[src/rtl/int_mul_lane.sv]
// int_mul_lane: pipelined RV32M multiply lane (MUL/MULH/MULHSU/MULHU).
// A 2-entry input buffer feeds three pipeline stages: operand extension (M1),
// registered partial products (M2), and final sum/select into the CDB
// output registers (M3). Stages collapse bubbles and stall on a missing grant.
module int_mul_lane #(
  parameter int DATA_LEN  = 32,
  parameter int ROBID_LEN = 6
) (
  input  logic                 clk,
  input  logic                 rst,
  input  logic                 mul_v,
  input  logic [DATA_LEN-1:0]  mul_src1,
  input  logic [DATA_LEN-1:0]  mul_src2,
  input  logic [ROBID_LEN-1:0] mul_robid,
  input  logic [2:0]           mul_func3,
  input  logic                 cdb_gnt,
  output logic                 cdb_req,
  output logic [DATA_LEN-1:0]  cdb_data,
  output logic [ROBID_LEN-1:0] cdb_robid,
  output logic                 fu_free,
  output logic                 fu_free_1c,
  output logic                 ovf_err
);

  localparam int OPW = DATA_LEN + 1;          // extended operand width
  localparam int LO  = DATA_LEN / 2;          // low slice of operand A
  localparam int AHW = OPW - LO;              // high (signed) slice of A
  localparam int PPW = OPW + AHW;             // partial product width
  localparam int PW  = 2 * DATA_LEN;          // product bits actually consumed
  localparam int EW  = ROBID_LEN + 3 + 2 * DATA_LEN;

  // Extend an operand to OPW bits; illegal encodings zero it so the product is 0.
  function automatic logic signed [OPW-1:0] ext_operand(input logic [DATA_LEN-1:0] v,
                                                        input logic sgn,
                                                        input logic kill);
    if (kill) return '0;
    return {sgn & v[DATA_LEN-1], v};
  endfunction

  // Pick the low word for MUL, the high word for the MULH variants.
  function automatic logic [DATA_LEN-1:0] sel_result(input logic signed [PW-1:0] p,
                                                     input logic hi);
    return hi ? p[PW-1:DATA_LEN] : p[DATA_LEN-1:0];
  endfunction

  logic [EW-1:0]           r_ib_q [2];
  logic [1:0]              r_ib_occ;
  logic                    r_v_p1, r_v_p2;
  logic signed [OPW-1:0]   r_a_p1, r_b_p1;
  logic [ROBID_LEN-1:0]    r_robid_p1, r_robid_p2;
  logic                    r_hi_p1, r_hi_p2;
  logic signed [PPW-1:0]   r_pp_hi_p2, r_pp_lo_p2;

  logic                    w_m1_en, w_m2_en, w_m3_en;
  logic                    w_pop, w_push, w_drop, w_full, w_wr_idx;
  logic [1:0]              w_eff;
  logic [EW-1:0]           w_head;
  logic [ROBID_LEN-1:0]    w_hd_robid;
  logic [2:0]              w_hd_f3;
  logic [DATA_LEN-1:0]     w_hd_src1, w_hd_src2;
  logic                    w_s1_sgn, w_s2_sgn;
  logic signed [PPW-1:0]   w_a_hi_x, w_a_lo_x, w_b_x, w_pp_hi, w_pp_lo;
  logic signed [PW-1:0]    w_hi_ext, w_lo_ext, w_prod;

  // Bubble-collapsing load enables; cdb_req is the M3 valid bit.
  assign w_m3_en = ~cdb_req | cdb_gnt;
  assign w_m2_en = ~r_v_p2 | w_m3_en;
  assign w_m1_en = ~r_v_p1 | w_m2_en;

  assign w_full   = (r_ib_occ == 2'd2);
  assign w_pop    = w_m1_en & (r_ib_occ != 2'd0);
  assign w_push   = mul_v & (~w_full | w_pop);
  assign w_drop   = mul_v & w_full & ~w_pop;
  assign w_wr_idx = w_full | ((r_ib_occ == 2'd1) & ~w_pop);

  assign w_eff      = r_ib_occ + {1'b0, mul_v};
  assign fu_free    = (w_eff == 2'd0);
  assign fu_free_1c = (w_eff == 2'd1);

  assign w_head     = r_ib_q[0];
  assign w_hd_robid = w_head[EW-1 -: ROBID_LEN];
  assign w_hd_f3    = w_head[2*DATA_LEN +: 3];
  assign w_hd_src1  = w_head[DATA_LEN +: DATA_LEN];
  assign w_hd_src2  = w_head[0 +: DATA_LEN];
  assign w_s1_sgn   = (w_hd_f3[1:0] == 2'b01) | (w_hd_f3[1:0] == 2'b10);
  assign w_s2_sgn   = (w_hd_f3[1:0] == 2'b01);

  // Split A into a signed high slice and an unsigned low slice; B stays whole.
  assign w_a_hi_x = {{(PPW-AHW){r_a_p1[OPW-1]}}, r_a_p1[OPW-1:LO]};
  assign w_a_lo_x = {{(PPW-LO){1'b0}}, r_a_p1[LO-1:0]};
  assign w_b_x    = {{(PPW-OPW){r_b_p1[OPW-1]}}, r_b_p1};
  assign w_pp_hi  = w_a_hi_x * w_b_x;
  assign w_pp_lo  = w_a_lo_x * w_b_x;

  // Only the low 2*DATA_LEN bits of the full signed product are ever selected.
  assign w_hi_ext = {{(PW-PPW){r_pp_hi_p2[PPW-1]}}, r_pp_hi_p2};
  assign w_lo_ext = {{(PW-PPW){r_pp_lo_p2[PPW-1]}}, r_pp_lo_p2};
  assign w_prod   = (w_hi_ext <<< LO) + w_lo_ext;

  // Control state: buffer occupancy, stage valids, sticky overflow, CDB outputs.
  always_ff @(posedge clk or negedge rst) begin
    if (!rst) begin
      r_ib_occ  <= 2'd0;
      r_v_p1    <= 1'b0;
      r_v_p2    <= 1'b0;
      cdb_req   <= 1'b0;
      cdb_data  <= '0;
      cdb_robid <= '0;
      ovf_err   <= 1'b0;
    end else begin
      case ({w_push, w_pop})
        2'b10:   r_ib_occ <= r_ib_occ + 2'd1;
        2'b01:   r_ib_occ <= r_ib_occ - 2'd1;
        default: r_ib_occ <= r_ib_occ;
      endcase
      if (w_drop) ovf_err <= 1'b1;
      if (w_m1_en) r_v_p1 <= (r_ib_occ != 2'd0);
      if (w_m2_en) r_v_p2 <= r_v_p1;
      if (w_m3_en) begin
        cdb_req <= r_v_p2;
        if (r_v_p2) begin
          cdb_data  <= sel_result(w_prod, r_hi_p2);
          cdb_robid <= r_robid_p2;
        end
      end
    end
  end

  // Datapath registers: input buffer shift/write, M1 operands, M2 partial products.
  always_ff @(posedge clk) begin
    if (w_pop) r_ib_q[0] <= r_ib_q[1];
    if (w_push) r_ib_q[w_wr_idx] <= {mul_robid, mul_func3, mul_src1, mul_src2};
    // ---- M1: operand extension ----
    if (w_pop) begin
      r_a_p1     <= ext_operand(w_hd_src1, w_s1_sgn, w_hd_f3[2]);
      r_b_p1     <= ext_operand(w_hd_src2, w_s2_sgn, w_hd_f3[2]);
      r_robid_p1 <= w_hd_robid;
      r_hi_p1    <= (w_hd_f3[1:0] != 2'b00) & ~w_hd_f3[2];
    end
    // ---- M2: partial products ----
    if (w_m2_en & r_v_p1) begin
      r_pp_hi_p2 <= w_pp_hi;
      r_pp_lo_p2 <= w_pp_lo;
      r_robid_p2 <= r_robid_p1;
      r_hi_p2    <= r_hi_p1;
    end
  end

endmodule

[config.mk]
export PLATFORM = sky130hd
export DESIGN_NAME = int_mul_lane
export DESIGN_NICKNAME = d
export VERILOG_FILES = /design/src/rtl/int_mul_lane.sv
export SDC_FILE = /design/constraint.sdc
export NUM_CORES = 2
export LEC_CHECK = 0
export ABC_AREA = 1
export CAP_MARGIN = 30
export CORE_AREA = 2 2 394 396
export DETAILED_ROUTE_END_ITERATION = 6
export DIE_AREA = 0 0 396 398
export DONT_BUFFER_PORTS = 1
export PLACE_DENSITY = 0.53
export SLEW_MARGIN = 20
export SYNTH_ARGS = -nofsm -noshare
export SYNTH_HDL_FRONTEND = slang
export SYNTH_SLANG_ARGS = --single-unit
[constraint.sdc]
create_clock -name clk -period 13.4 [get_ports clk]
set_input_delay 0 -clock clk [delete_from_list [all_inputs] [get_ports clk]]
set_output_delay 0 -clock clk [all_outputs]
set_load 0.005 [all_outputs]
==> impl_metrics.toml <==
[logic_synthesis]
syn_area_per_cell_um2 = 8.180
async_flop_share_pct = 11.96
syn_nets = 8461
synth_compound_area_share_pct = 3.255
yosys_warnings = 0
synthFlopType = "edfxtp_1"
synth_edf_count = 324
ys_seq_area_share_pct = 18.72
synthDistinctLibCells = 51
synth_top_family_by_area = "adder cells"
synth_area_mm2 = 0.05785
synth_adder_area_share_pct = 41.69
yosys.area_share.simple_pct = 17.33
synthCells = 7072
synth_seq_cells = 368
synth_xor_area_share_pct = 1.620
synth_mux_area_share_pct = 1.804

[layout]
n_antenna_cell = 0
mostFrequentLayoutCell = "inv_1"
syn2layout_area_growth_pct = 7.962
regArea_mm2 = 0.01083
multi_input_area_mm2 = 0.03803
nFillCells = 15530
layout_common_cells = "2066 x inv_1, 1794 x nand2_1, 1026 x fa_1"
nets = 8395
final-instance-count-excl-fill = 9085
drive_gt1_share_pct = 5.099

[critical_path]
path_class = "reg2reg"
reg2reg_from = "r_b_p1[30]$_SDFFCE_PP0P_"
crit_family = "adder cells"
start_kind = "register"
critPathSlowestCell = "fa_1"
end_kind = "register"
cp.arrival_ps = 7060
slowest_delay_ps = 570
cp_common_cell = "fa_1"
cp_num_buf_inv = 6
crit_fanout = 33
crit_chain = "buf_4 -> nand2_1 -> fa_1 -> inv_1 -> fa_1 -> inv_1 -> fa_1 -> inv_1 -> fa_1 -> fa_1 -> inv_1 -> fa_1 -> inv_1 -> ha_1 -> a21oi_1 -> a21boi_0 -> nand2_1 -> a21oi_1 -> nand3_1 -> xor2_1"
r2r_setup_slack_ps = 6700
r2r_end = "r_pp_lo_p2[41]$_DFFE_PP_"
cp.required_ps = 13760
reg2reg_depth = 20

[placed_design]
place_congestion = 0.9423
post-dp-hpwl_mm = 137.9
post-place-cells = 8901
port_buffers = 0

[floorplanning]
die_h_um = 398
die-area_mm2 = 0.1576
num_rows = 144
die_x_um = 396
initial_core_util_pct = 37.73
design.core.area_mm2 = 0.1533
ios = 119

[flow_run]
drv_cap = 0

[clocking]
clk_latency_ps = 630
clkSinkCount = 368
cts_buffers = 45
cts_root_buffer = "clkbuf_16"
clockBufferDepth = 3
ctsResizeCount = 0
clk_pin_slew_ps = 70
cts_tree = "done"
htree_num_levels = 2

[global_routing]
overflow = 0
grt_util_all_layers_pct = 22.60
antenna_found_initial = 2
grt_pass1_wl_mm = 272.4
grt_pass1_vias = 45480
grt_max_degree = 73

[drt]
ant_nets = 0
viasPerCell = 4.762
first_pass_iters = 6
drc = 0
dr_total_vias = 43270
drt_wl_total_mm = 175.1
wire_per_inst_um = 19.27
drtIter0Drc = 3293

[sta]
relSlewSlack_pct = 39.81
fin_setup_tns_ps = 0
clock_skew_ps = 40.43
drv_slew = 0
setup_viol = 0
finalCritPeriodShare_pct = 50.04
worst_slew_pin_slew_ps = 902.8
rsz0062_at_grt = "no"
max_freq_ghz = 0.1491
period_needed_ps = 6705
hold_viol = 0

[status]
status = "finished clean"

[min_path]
hold_path_class = "in2async"
==> worst max-delay path by stage <==
stage                                        start                       end  slack (ps)  depth (start not counted)
after global routing      r_b_p1[30]$_SDFFCE_PP0P_  r_pp_lo_p2[41]$_DFFE_PP_        6410                         20
after global placement    r_b_p1[13]$_SDFFCE_PP0P_  r_pp_lo_p2[46]$_DFFE_PP_        6730                         19
final                     r_b_p1[30]$_SDFFCE_PP0P_  r_pp_lo_p2[41]$_DFFE_PP_        6700                         20
after CTS                 r_b_p1[30]$_SDFFCE_PP0P_  r_pp_lo_p2[41]$_DFFE_PP_        6680                         20
after detailed placement  r_b_p1[30]$_SDFFCE_PP0P_  r_pp_lo_p2[41]$_DFFE_PP_        6740                         20
after floorplan            r_ib_occ[0]$_DFFE_PN0P_    r_ib_q[1][0]$_DFFE_PP_        6700                          7
==> worst reg2reg max path, delay by kind of cell (launching register included) <==
kind / cells / cell delay, ps
fa+ha+maj: 7 / 3430
compound gates: 3 / 990
buf+inv: 6 / 750
simple gates: 3 / 480
xor+xnor: 1 / 430
flops: 1 / 330
==> metrics by stage <==
stage,cell area [µm²],worst slack [ps],util (%),hold WS (ps)
finish,62450,6695,40.73,47.53
global route,62450,6414,40.73,23.53
CTS,62450,6684,40.73,2.955
detailed placement,59830,6736,39.02,-294.6
global placement,59830,6727,39.02,-294.7
floorplan,57850,6695,-,-295.6
==> metal layers <==
| metal | vias up | global-route usage (%) | wire length [µm] |
|---|---|---|---|
| li1 | 20130 | - | - |
| met2 | 1408 | 35.61 | 77730 |
| met5 | - | 0 | 0 |
| met1 | 21530 | 33.35 | 82130 |
| met3 | 205 | 2.782 | 11330 |
| met4 | 0 | 4.739 | 3902 |
==> sequential cells by signal, summed over array words and instances (netlist names), 32 cells and up <==
signal and count:
r_ib_q 146, cdb_data 32, r_a_p1 33, r_b_p1 33, r_pp_lo_p2 50, r_pp_hi_p2 48
==> logic make-up (layout without fill, tap and decap cells) <==
group	Yosys count	count (layout)
and+or+nand+nor	2495	2495
xor gates and xnor gates	107	107
DFF	368	368
AOI/OAI and AO/OA	338	338
adders and majority gates	1312	1312
buffers and inverters	2379	2348
muxes	73	73
==> cells in the mapped netlist (44+ instances only) <==
library cell | number | area share (%)
ha_1 | 286 | 6.2
a21oi_1 | 175 | 1.5
xor2_1 | 73 | 1.1
dfrtp_1 | 44 | 1.9
nor2_1 | 409 | 2.7
fa_1 | 1026 | 36
inv_1 | 2068 | 13
o21ai_0 | 79 | 0.68
mux2_4 | 59 | 1.5
nand3_1 | 135 | 1.2
nand2_1 | 1795 | 12
edfxtp_1 | 324 | 17
clkbuf_1 | 276 | 1.8
==> what timing repair did <==
| item | in CTS | in global routing |
|---|---|---|
| hold buffers | 102 | 0 |
| setup buffers | 0 | 0 |
| endpoints found under the setup margin | 0 | 0 |
| hold endpoints to repair | 235 | 0 |
==> layout make-up <==
type / instances / area share (%)
repair buffers: 177 / 2.592
well taps: 2044 / 4.095
clock buffers: 57 / 2.061
inverters: 2089 / 12.56
clock inverters: 25 / 0.4508
multi-input cells: 4325 / 60.90
flip-flops and latches: 368 / 17.34
Power is not shown: default switching activity piles up to over one toggle a cycle in this logic, so the estimate is an artifact.
